$ cat src/rtl/timer_control.sv
// -----------------------------------------------------------------------------
// timer_control
//
// Host-side control/status front end for the two OPL2 timers.
//   - Decodes host writes to 0x02 (timer 1 init), 0x03 (timer 2 init) and
//     0x04 (IRQ reset / masks / start enables).
//   - Detects rising edges on the timers' overflow levels and latches them
//     into sticky flags ft1/ft2 unless the timer is masked.
//   - Presents status = {irq, ft1, ft2, 5'b00000} and an active-low IRQ.
//
// Ports:
//   clk             in   system clock, all logic on posedge
//   reset           in   synchronous active-high reset
//   write           in   register write strobe
//   address[7:0]    in   register address (sampled when write=1)
//   data[7:0]       in   register write data (sampled when write=1)
//   timer1_overflow in   overflow level from timer 1
//   timer2_overflow in   overflow level from timer 2
//   timer1_init     out  reload value for timer 1
//   timer2_init     out  reload value for timer 2
//   timer1_start    out  run enable for timer 1
//   timer2_start    out  run enable for timer 2
//   status[7:0]     out  {irq, ft1, ft2, 5'b00000}
//   irq_n           out  active-low interrupt request
//
// Configuration macro:
//   OPL_TIMER_IRQ_PIN_EN  defined   -> irq_n = ~(ft1 | ft2)
//                         undefined -> irq_n tied to 1 (host polls status)
//
// Timer width comes from REG_TIMER_WIDTH (opl.vh); defaults to 8 here when
// that header has not been included ahead of this file.
// -----------------------------------------------------------------------------
`ifndef REG_TIMER_WIDTH
`define REG_TIMER_WIDTH 8
`endif

module timer_control (
    input  logic                        clk,
    input  logic                        reset,
    input  logic                        write,
    input  logic [7:0]                  address,
    input  logic [7:0]                  data,
    input  logic                        timer1_overflow,
    input  logic                        timer2_overflow,
    output logic [`REG_TIMER_WIDTH-1:0] timer1_init,
    output logic [`REG_TIMER_WIDTH-1:0] timer2_init,
    output logic                        timer1_start,
    output logic                        timer2_start,
    output logic [7:0]                  status,
    output logic                        irq_n
);

    localparam int TIMER_W = `REG_TIMER_WIDTH;

    logic [TIMER_W-1:0] timer1_init_reg;
    logic [TIMER_W-1:0] timer2_init_reg;
    logic               timer1_start_reg;
    logic               timer2_start_reg;

    // Register 0x04 decode: bit 7 selects IRQ reset versus control update.
    logic irq_reset_wr;
    logic ctrl_wr;
    assign irq_reset_wr = write && (address == 8'h04) &&  data[7];
    assign ctrl_wr      = write && (address == 8'h04) && !data[7];

    // Per-timer vectors; index 0 is timer 1, index 1 is timer 2.
    logic [1:0] ov_in;
    logic [1:0] mask_wdata;
    logic [1:0] flag_vec;
    assign ov_in      = {timer2_overflow, timer1_overflow};
    assign mask_wdata = {data[5], data[6]};

    // Init and start registers.
    always_ff @(posedge clk) begin
        if (reset) begin
            timer1_init_reg  <= '0;
            timer2_init_reg  <= '0;
            timer1_start_reg <= 1'b0;
            timer2_start_reg <= 1'b0;
        end else if (write) begin
            if (address == 8'h02) begin
                timer1_init_reg <= data[TIMER_W-1:0];
            end
            if (address == 8'h03) begin
                timer2_init_reg <= data[TIMER_W-1:0];
            end
            if (ctrl_wr) begin
                timer1_start_reg <= data[0];
                timer2_start_reg <= data[1];
            end
        end
    end

    // Edge detector, mask and sticky flag for each timer.
    generate
        for (genvar gi = 0; gi < 2; gi++) begin : g_timer
            logic ov_q_reg;
            logic mask_reg;
            logic flag_reg;
            logic rise;

            assign rise = ov_in[gi] & ~ov_q_reg;

            always_ff @(posedge clk) begin
                if (reset) begin
                    // Previous level reset high: an overflow already present
                    // when reset releases must not look like a fresh edge.
                    ov_q_reg <= 1'b1;
                    mask_reg <= 1'b0;
                    flag_reg <= 1'b0;
                end else begin
                    ov_q_reg <= ov_in[gi];
                    // The mask in force before this edge gates the rise; a
                    // same-cycle set beats an IRQ reset so no event is lost.
                    if (rise && !mask_reg) begin
                        flag_reg <= 1'b1;
                    end else if (irq_reset_wr) begin
                        flag_reg <= 1'b0;
                    end
                    if (ctrl_wr) begin
                        mask_reg <= mask_wdata[gi];
                    end
                end
            end

            assign flag_vec[gi] = flag_reg;
        end
    endgenerate

    logic irq;
    assign irq = |flag_vec;

    assign timer1_init  = timer1_init_reg;
    assign timer2_init  = timer2_init_reg;
    assign timer1_start = timer1_start_reg;
    assign timer2_start = timer2_start_reg;
    assign status       = {irq, flag_vec[0], flag_vec[1], 5'b00000};

`ifdef OPL_TIMER_IRQ_PIN_EN
    assign irq_n = ~irq;
`else
    assign irq_n = 1'b1;
`endif

endmodule
$ cat config.mk
export PLATFORM = sky130hd
export DESIGN_NAME = timer_control
export DESIGN_NICKNAME = d
export VERILOG_FILES = /design/src/rtl/timer_control.sv
export SDC_FILE = /design/constraint.sdc
export NUM_CORES = 1
export LEC_CHECK = 0
export BUFFER_PORTS_ARGS = -buffer_cell sky130_fd_sc_hd__buf_2
export CORE_UTILIZATION = 46
export CTS_CLUSTER_SIZE = 30
export DETAILED_ROUTE_END_ITERATION = 6
export GPL_TIMING_DRIVEN = 0
export PLACE_DENSITY = 0.83
export SETUP_SLACK_MARGIN = 0.4
export SYNTH_ARGS = -nofsm -noshare
export SYNTH_HDL_FRONTEND = slang
export SYNTH_SLANG_ARGS = --single-unit
$ cat constraint.sdc
create_clock -name clk -period 2.6 [get_ports clk]
set_input_delay 0.65 -clock clk [delete_from_list [all_inputs] [get_ports clk]]
set_output_delay 0.65 -clock clk [all_outputs]
set_load 0.1 [all_outputs]
---- Word level (Yosys, flattened, before mapping) ----
Cells that the tools add are included.
operators by class
  multiplexer cells ....................... 3
  bitwise gates (word level) .............. 4
  equal/unequal tests ..................... 3
  $mul .................................... 0
  divide/modulo/power cells ............... 0
  add/subtract/negate cells ............... 0
  magnitude comparators ................... 0
  shift operators ......................... 0
  reduce and logical (&&, ||, !) cells .... 14
operators with widths
  cell                  count
  $eq A8 B2 Y1 const B  2
  $eq A8 B3 Y1 const B  1
  $reduce_and A2 Y1     3
  $logic_and A1 B1 Y1   5
  $reduce_bool A2 Y1    2
  $logic_not A1 Y1      3
  $mux W1               3
  $and A1 B1 Y1         2
  $not A1 Y1            2
  $reduce_or A2 Y1      1
storage, ports and cells
  word-level logic and storage cells ...... 34
  memories kept ........................... 0
  bits in latches ......................... 0
  input bits .............................. 21
  bits in read-only memories .............. 0
  RAM bits ................................ 0
  register bits ........................... 24

---- Logic depth before layout (Yosys ltp) ----
Gate-level depths: netlist (run 1).
  depth after elaboration ................. 5
  depth in mapped cells ................... 5
  depth with buffers taken out ............ 3

---- Worst setup path after synthesis (run 1) ----
Ideal clock, no wire load.
  path kind ............................... input to register
  from .................................... in address[3]
  to ...................................... reg timer1_init_reg[0] (netlist: timer1_init[0])
  cell stages on the path ................. 5
  arrival ................................. 1.987 ns
  required time ........................... 2.484 ns
  slack ................................... 0.497 ns
  path through ............................ or4_4 -> buf_6 -> or3_4 -> buf_6 -> a31o_1
on the way
  word-level cells in the longest chain between the ends .. 2
RTL lines
  element                             RTL line  RTL
  start, declared                     41        input logic [7:0] address,
  $eq A8 B2 Y1                        81        if (address == 8'h02) begin
  $reduce_and A2 Y1 (no source line)  n/a
  end signal, assigned                82        timer1_init_reg <= data[TIMER_W-1:0];
  end, declared                       55        logic [TIMER_W-1:0] timer1_init_reg;
Every way passes these cells.
A chain may end at the register's enable or synchronous reset.

---- Worst setup path after layout (run 1) ----
  from .................................... reg g_timer[1].flag_reg
  to ...................................... out status[7]
on the way
  word-level cells in the longest chain between the ends .. 1
RTL lines
  element                 RTL line  RTL
  start, declared         99        logic flag_reg;
  start signal, assigned  110       flag_reg <= 1'b0;
  start signal, assigned  116       flag_reg <= 1'b1;
  start signal, assigned  118       flag_reg <= 1'b0;
  $reduce_or A2 Y1        131       assign irq = |flag_vec;
  end, declared           49        output logic [7:0] status,
Every way passes these cells.

==> results.yml, run 1 <==
status:
  status: "complete, no violations"
clock_tree:
  post_cts_buffers: 0
  clk_path_buf_depth: 2
  cts_sinks: 24
  cts-root-buf: "clkbuf_4"
  cts_resized: 0
  clk_latency_ns: 0.32
  cts_buffers: 3
  path_clk_slew_ns: 0.13
  cts_tree: "done"
  ctsHoldBuffers: 0
  ctsHtreeMaxLevel: 1
logic_synthesis:
  yosysTopAreaCellShare_pct: 43.0
  synth_area_per_cell_um2: 10.2
  syn_inst: 110
  synth_seq_cells: 24
  synth_area_leaders: "dfxtp_1, mux2i_1, buf_4"
  ys.warnings.count: 0
  async_flop_share_pct: 0
  synth-seq-area-share_pct: 43.0
  yosysTopAreaCell: "dfxtp_1"
  synth_common_cells: "dfxtp_1, mux2i_1, nand2_1"
  syn_area_mm2: 0.00112
  synthMostInstantiatedCell: "dfxtp_1"
  synth_edf_count: 0
  ys_types: 24
  ys.flop_type: "dfxtp_1"
power:
  internal_power_mw: 0.466
  pwr-share-seq_pct: 55.7
  clkPwrFrac_pct: 23.7
  p_switching_mw: 0.204
  p_leak_nw: 0.675
  p_per_area_mw_per_mm2: 480
  ir_worst_vdd_uv: 359
  power_frac_comb_pct: 20.6
  switching_share_pct: 30.4
layout:
  area_growth_syn_to_layout_pct: 24.9
  regArea_um2: 480
  drive_gt1_share_pct: 44.9
  final-instance-count-excl-fill: 186
  n_fill_cell: 219
  multi_input_area_um2: 515
  nets: 181
  diodes: 0
floorplanning:
  dieArea_mm2: 0.00263
  die_w_um: 51.3
  core_mm2: 0.00225
  initial_core_util_pct: 49.6
  core.rowCount: 17
  ios: 48
  die_y_um: 51.3
global_route:
  grt_overflow: 0
  grt_pass1_vias: 967
  grt_max_degree: 13
  antenna_found_initial: 0
  grt_usage_pct: 21.6
  grt_pass1_wl_um: 4200
worst_setup_path:
  end_kind: "output pin"
  path_max_fanout: 3
  cp-start-kind: "flip-flop"
  crit_required_ns: 1.95
  critPathArrivalTime_ns: 1.33
  worst-setup-path-type: "reg2out"
timing:
  tns_ns: 0
  drv_slew: 0
  min_period_ns: 1.98
  rsz0062_at_grt: "false"
  fin_crit_sh_pct: 76.3
  fin_ws_ns: 0.615
  finalHoldViolCount: 0
  worst_clock_skew_ns: 0.0131
  fmaxAchievable_mhz: 504
  setup_viol: 0
routing:
  vias: 990
  drt_iter0_markers: 10
  viasPerCell: 5.32
  drc: 0
  wl_per_cell_um: 13.5
  wl_um: 2520
  dr.pass1.iters: 4
  ant_nets: 0
hold_path:
  hold_class: "reg2reg"
placement:
  io_buffers: 41
  hpwl_um: 1920
  globalplace.congestion: 0.791
  pre_cts_ws_ns: 0.310
  dp.cells: 183
job:
  cap_violations: 0
kinds of logic (layout without fill, tap and decap cells):
family,count (synthesis),after routing,synth area share [%]
flip-flops,24,24,43.0
buffers and inverters,18,62,12.2
AO/OA/AOI/OAI,10,10,7.84
other,2,6,0.672
AND/OR/NAND/NOR,44,44,25.5
multiplexers,12,12,10.8
metrics by stage:
step / util (%) / hold WS [ns] / total power [mW] / cell area (um2)
6_report: 61.9 / 0.469 / 0.670 / 1400
5_1_grt: 61.9 / 0.491 / 0.697 / 1400
4_1_cts: 61.9 / 0.475 / 0.676 / 1400
3_5_place_dp: 60.9 / 0.457 / 0.519 / 1370
3_3_place_gp: 60.9 / 0.441 / 0.516 / 1370
2_1_floorplan: - / 0.438 / 0.489 / 1130
layout make-up:
type | instances | area share (%)
Buffer | 17 | 9.51
Clock buffer | 3 | 1.61
Inverter | 1 | 0.269
Multi-Input combinational cell | 72 | 37.0
Sequential cell | 24 | 34.4
Tap cell | 28 | 2.51
Timing Repair Buffer | 41 | 14.7
power by group through the flow:
stage          Combinational, mW  Sequential (mW)  Clock [mW]
6_report                   0.138            0.373       0.159
5_1_grt                    0.144            0.374       0.179
4_1_cts                    0.137            0.373       0.166
3_5_place_dp               0.137            0.382           0
3_3_place_gp               0.135            0.381           0
2_1_floorplan              0.105            0.383           0
worst paths after layout:
kind	start	end	slack [ns]	depth (start not counted)
setup reg to reg	g_timer[1].mask_reg$_SDFFE_PP0P_	g_timer[1].flag_reg$_SDFFE_PP0P_	1.73	2
hold reg to reg	timer2_init[2]$_SDFFE_PP0P_	timer2_init[2]$_SDFFE_PP0P_	0.47	2
setup / recovery	g_timer[1].flag_reg$_SDFFE_PP0P_	status[7]	0.62	3
hold / removal	timer2_init[2]$_SDFFE_PP0P_	timer2_init[2]$_SDFFE_PP0P_	0.47	2
layout by cell type (no fill, tap or decap), types with 2 or more instances in the layout:
cell and instances:
a31o_1 8, nor4_1 10, or2b_2 5, dfxtp_1 24, clkbuf_4 3, buf_6 4
nor4b_1 3, buf_2 42, or2_2 3, buf_4 10, nand2_1 12, conb_1 6
clkbuf_1 2, nand2b_1 3, mux2i_1 12, a31o_2 2
layer usage:
metal  track usage, %  vias to the layer above  part of all wire, %  routed length [um]
met5                0                        -                    0                   0
li1                 -                      474                    -                   -
met2             37.3                       45                   48                1210
met4             11.3                        0                  2.4                  61
met3             3.87                        7                  6.6                 167
met1             25.2                      464                   43                1070
critical path, cell delays in order, from the launching register on:
cell     delay, ns
dfxtp_1       0.34
or2_2         0.29
buf_4         0.13
buf_2         0.28
(Power assumes the default switching activity.)
==> run 2, diff against run 1 <==
==> constraint.sdc (replaced) <==
create_clock -name clk -period 2.1 [get_ports clk]
set_input_delay 0.525 -clock clk [delete_from_list [all_inputs] [get_ports clk]]
set_output_delay 0.525 -clock clk [all_outputs]
set_load 0.1 [all_outputs]
==> run 2 against run 1 <==
Compared with the run above:
- worst hold slack lost 0.070 ns
- register-to-register slack got worse by 0.52 ns
- sequential cell count unchanged
- critical path depth grew 3
- via count is 1.4% lower
- clock skew is 0.012 ns lower
- first-iteration DRC count fell by 20%
==> results.yml, run 2 (synthesis results as in run 1) <==
clock_tree:
  cts-root-buf: "clkbuf_4"
  ctsHtreeMaxLevel: 1
  cts_sinks: 24
  clk_latency_ns: 0.32
  ctsHoldBuffers: 0
  path_clk_slew_ns: 0.13
  cts_buffers: 3
  clk_path_buf_depth: 2
  cts_tree: "done"
layout:
  multi_input_area_um2: 518
  final_cell_mix: "buf_2, dfxtp_1, buf_4, nand2_1, mux2i_1"
  regArea_um2: 483
  diodes: 0
  layout_commonest_cell: "buf_2"
  fin_util_pct: 65.4
  n_fill_cell: 204
  nets: 184
  drive_gt1_share_pct: 48.1
  area_growth_syn_to_layout_pct: 31.9
worst_setup_path:
  worstRegToRegCells: 2
  path_max_fanout: 8
  end_kind: "flip-flop"
  cp-start-kind: "input port"
  crit_required_ns: 2.33
  critPathLaunch: "address[7]"
  reg2reg_slack_ns: 1.21
  worst-setup-path-type: "in2reg"
  critPathArrivalTime_ns: 1.96
  r2r_start: "g_timer[1].mask_reg$_SDFFE_PP0P_"
  r2r-end: "g_timer[1].flag_reg$_SDFFE_PP0P_"
routing:
  wl_um: 2460
  ant_nets: 0
  drc: 0
  wl_per_cell_um: 12.9
  drt_iter0_markers: 8
  dr.pass1.iters: 4
  viasPerCell: 5.14
  vias: 976
timing:
  worst_clock_skew_ns: 0.000855
  holdWs_ns: 0.399
  tns_ns: 0
  drv_slew: 0
  fin_crit_sh_pct: 82.5
  setup_viol: 0
  fmaxAchievable_mhz: 577
  finalHoldViolCount: 0
  rsz0062_at_grt: "true"
  min_period_ns: 1.73
floorplanning:
  dieArea_mm2: 0.00263
  initial_core_util_pct: 49.6
  ios: 48
  die_y_um: 51.3
  core_mm2: 0.00225
  core.rowCount: 17
  die_w_um: 51.3
hold_path:
  whs_path_depth: 2
  min_from: "timer1_overflow"
  hold_class: "in2reg"
  whs_endpoint: "g_timer[0].ov_q_reg$_SDFF_PP1_"
placement:
  hpwl_um: 1890
  io_buffers: 41
  globalplace.congestion: 0.794
status:
  status: "complete, no violations"
global_route:
  grt_overflow: 0
  grt_pass1_vias: 941
  grt_max_degree: 14
  antenna_found_initial: 0
  grt_usage_pct: 20.0
  grt_pass1_wl_um: 3940
power:
  ir_worst_vdd_uv: 459
  p_leak_nw: 0.709
  report.power.total_mw: 0.895
  p_per_area_mw_per_mm2: 607
job:
  cap_violations: 0
run 2: layout make-up:
class	count	area share [%]
sequential	24	32.8
timing repair buffer	44	17.7
clock buffer	4	2.46
buffer	17	9.34
multi-input combinational	72	35.1
inverter	1	0.255
tap	28	2.38
run 2: repair_timing:
action / in CTS / in global routing
buffers inserted: 2 / 1
hold endpoints to repair: 0 / 0
gates resized for setup: 11 / 3
cloned: 0 / 0
pin swaps: 10 / 0
setup endpoints to repair: 11 / 10
run 2: worst max-delay path: stages:
cell    delay (ns)
buf_6         0.09
or4_4         0.53
buf_6         0.13
or3_4         0.37
buf_6         0.14
a31o_1        0.17
run 2: metal layers:
metal	part of all wire, %	up-vias	track usage (%)
met5	0	-	0
met4	1.8	0	9.46
met3	5.6	5	2.38
met2	51	34	37.5
met1	42	449	21.9
li1	-	488	-
run 2: report_power, final:
group / leakage (nW) / internal [mW] / total (mW) / switching [mW]
clock: 0.0210 / 0.106 / 0.245 / 0.139
combinational: 0.494 / 0.0657 / 0.187 / 0.122
sequential: 0.195 / 0.460 / 0.463 / 0.00230
total: 0.709 / 0.632 / 0.895 / 0.263
run 2: stage by stage:
| step | cell area [um2] | setup WS (ns) | std cells |
|---|---|---|---|
| floorplan | 1130 | 0.122 | 114 |
| global placement | 1370 | -0.0272 | 183 |
| detailed placement | 1370 | -0.0569 | 183 |
| CTS | 1460 | 0.361 | 189 |
| global route | 1470 | 0.350 | 190 |
| finish | 1470 | 0.368 | 190 |
run 2: worst max path at each step:
stage                                   to  cells after the start  slack (ns)
2_1_floorplan  timer1_init[0]$_SDFFE_PP0P_                      5        0.12
3_3_place_gp   timer1_init[4]$_SDFFE_PP0P_                      6       -0.03
3_5_place_dp   timer1_init[1]$_SDFFE_PP0P_                      6       -0.06
4_1_cts        timer1_init[1]$_SDFFE_PP0P_                      6        0.36
5_1_grt        timer1_init[1]$_SDFFE_PP0P_                      6        0.35
6_report       timer1_init[1]$_SDFFE_PP0P_                      6        0.37
==> run 3, diff against run 2 <==
==> constraint.sdc (replaced) <==
create_clock -name clk -period 1.6 [get_ports clk]
set_input_delay 0.4 -clock clk [delete_from_list [all_inputs] [get_ports clk]]
set_output_delay 0.4 -clock clk [all_outputs]
set_load 0.1 [all_outputs]
==> run 3 against run 2 <==
Compared with the run above:
- register-to-register slack got worse by 0.48 ns
- core utilization is 21 points higher
- via count is 8.1% higher
- critical path type unchanged
- cell count up 2.6%
- sequential share of layout area is 6.5 points lower
- setup slack worse by 0.36 ns
- sequential cell count unchanged
- power is 49% higher
- global-route usage rose by 6.6 points
- clock skew about the same
- clock power up 82%
==> results.yml, run 3 (synthesis results as in run 1) <==
timing:
  min_period_ns: 1.59
  worst_clock_skew_ns: 0.000762
  rsz0062_at_grt: "true"
  setup_viol: 0
  fin_crit_sh_pct: 99.4
  drv_slew: 0
  fmaxAchievable_mhz: 629
  finalHoldViolCount: 0
  holdWs_ns: 0.274
worst_setup_path:
  cp-endpoint: "timer1_init[2]$_SDFFE_PP0P_"
  cp_common_cell: "buf_6"
  worstRegToRegCells: 4
  end_kind: "flip-flop"
  slowest_stage: "or4_4"
  crit_required_ns: 1.83
  cpPeakStageDelay_ns: 0.53
  path_max_fanout: 8
  critPathArrivalTime_ns: 1.82
  r2r_start: "timer2_init[0]$_SDFFE_PP0P_"
  path_cells: "buf_8, or4_4, buf_6, or3_4, buf_6, a31o_1"
  critPathLaunch: "address[2]"
  cp-start-kind: "input port"
  r2r-end: "timer2_init[0]$_SDFFE_PP0P_"
  worst-setup-path-type: "in2reg"
  reg2reg_slack_ns: 0.73
global_route:
  antenna_found_initial: 0
  grt_usage_pct: 26.5
  grt_pass1_vias: 1031
  grt_max_degree: 15
  grt_overflow: 0
  grt_pass1_wl_um: 5040
hold_path:
  hold_class: "in2reg"
routing:
  ant_nets: 0
  wl_met3_um: 159
  drt_iter0_markers: 21
  met2WireLength_um: 1860
  wl_um: 3420
  vias: 1055
  dr.pass1.iters: 4
  drc: 0
  viasPerCell: 5.41
  top_layer: "met4"
  wl_per_cell_um: 17.5
  met1_length_um: 1350
layout:
  regArea_um2: 510
  n_fill_cell: 117
  layout_commonest_cell: "buf_12"
  fin_util_pct: 86.1
  multi_input_area_um2: 583
  nets: 189
  diodes: 0
  drive_gt1_share_pct: 64.1
  area_growth_syn_to_layout_pct: 73.7
  final_cell_mix: "buf_12, buf_2, dfxtp_2, buf_4"
placement:
  globalplace.congestion: 0.765
  hpwl_um: 1870
  io_buffers: 41
status:
  status: "complete, no violations"
power:
  p_leak_nw: 0.832
  p_per_area_mw_per_mm2: 688
  report.power.total_mw: 1.33
  ir_worst_vdd_uv: 736
clock_tree:
  ctsHtreeMaxLevel: 1
  path_clk_slew_ns: 0.14
  clk_path_buf_depth: 2
  cts_tree: "done"
  cts_buffers: 3
  cts_sinks: 24
  cts-root-buf: "clkbuf_4"
  clk_latency_ns: 0.32
floorplanning:
  die_w_um: 51.3
  core_mm2: 0.00225
  die_y_um: 51.3
  dieArea_mm2: 0.00263
  initial_core_util_pct: 49.6
  core.rowCount: 17
  ios: 48
job:
  cap_violations: 0
-- run 3: where the power goes --
part | total (mW) | switching [mW] | internal (mW) | leakage [nW]
Combinational | 0.285 | 0.179 | 0.106 | 0.599
Clock | 0.445 | 0.191 | 0.254 | 0.0279
Sequential | 0.604 | 0.00391 | 0.601 | 0.205
Total | 1.33 | 0.374 | 0.960 | 0.832
-- run 3: area by class of cell --
type                            count  share of cell area, %
Clock inverter                      1                   1.55
Timing Repair Buffer               49                   31.1
Tap cell                           28                   1.81
Multi-Input combinational cell     72                   30.0
Sequential cell                    24                   26.3
Inverter                            1                  0.193
Buffer                             17                   7.87
Clock buffer                        3                   1.16
-- run 3: stage by stage --
step	setup TNS, ns	instances	worst slack [ns]	instance area (um2)
floorplan	-2.02	114	-0.253	1220
detailed placement	-3.62	183	-0.462	1460
finish	0	195	0.00941	1940
CTS	0	191	0.0373	1890
global route	0	195	0.00240	1940
global placement	-3.54	183	-0.444	1460
-- run 3: what timing repair did --
action,in CTS,in global routing
hold buffers,0,0
resized for setup,101,8
setup buffers,4,4
endpoints found under the setup margin,29,40
pin swaps,10,3
-- run 3: how the worst min path moves through the flow --
stage / end / start / slack (ns) / depth (start not counted)
finish: g_timer[1].ov_q_reg$_SDFF_PP1_ / timer2_overflow / 0.27 / 2
global route: g_timer[1].ov_q_reg$_SDFF_PP1_ / timer2_overflow / 0.27 / 2
CTS: g_timer[1].ov_q_reg$_SDFF_PP1_ / timer2_overflow / 0.28 / 2
detailed placement: timer1_start$_SDFFE_PP0P_ / timer1_start$_SDFFE_PP0P_ / 0.45 / 2
global placement: timer2_init[1]$_SDFFE_PP0P_ / timer2_init[1]$_SDFFE_PP0P_ / 0.44 / 2
floorplan: g_timer[0].mask_reg$_SDFFE_PP0P_ / g_timer[0].mask_reg$_SDFFE_PP0P_ / 0.44 / 2
-- run 3: worst max-delay path: cells and delay by family --
kind            cells  cell delay (ns)
simple gates        2             0.85
buf+inv             3             0.39
compound gates      1             0.19
-- run 3: layer usage --
layer / vias up / GRT usage (%)
li1: 495 / -
met1: 518 / 29.1
met2: 38 / 50.7
met3: 4 / 3.57
met4: 0 / 10.4
met5: - / 0
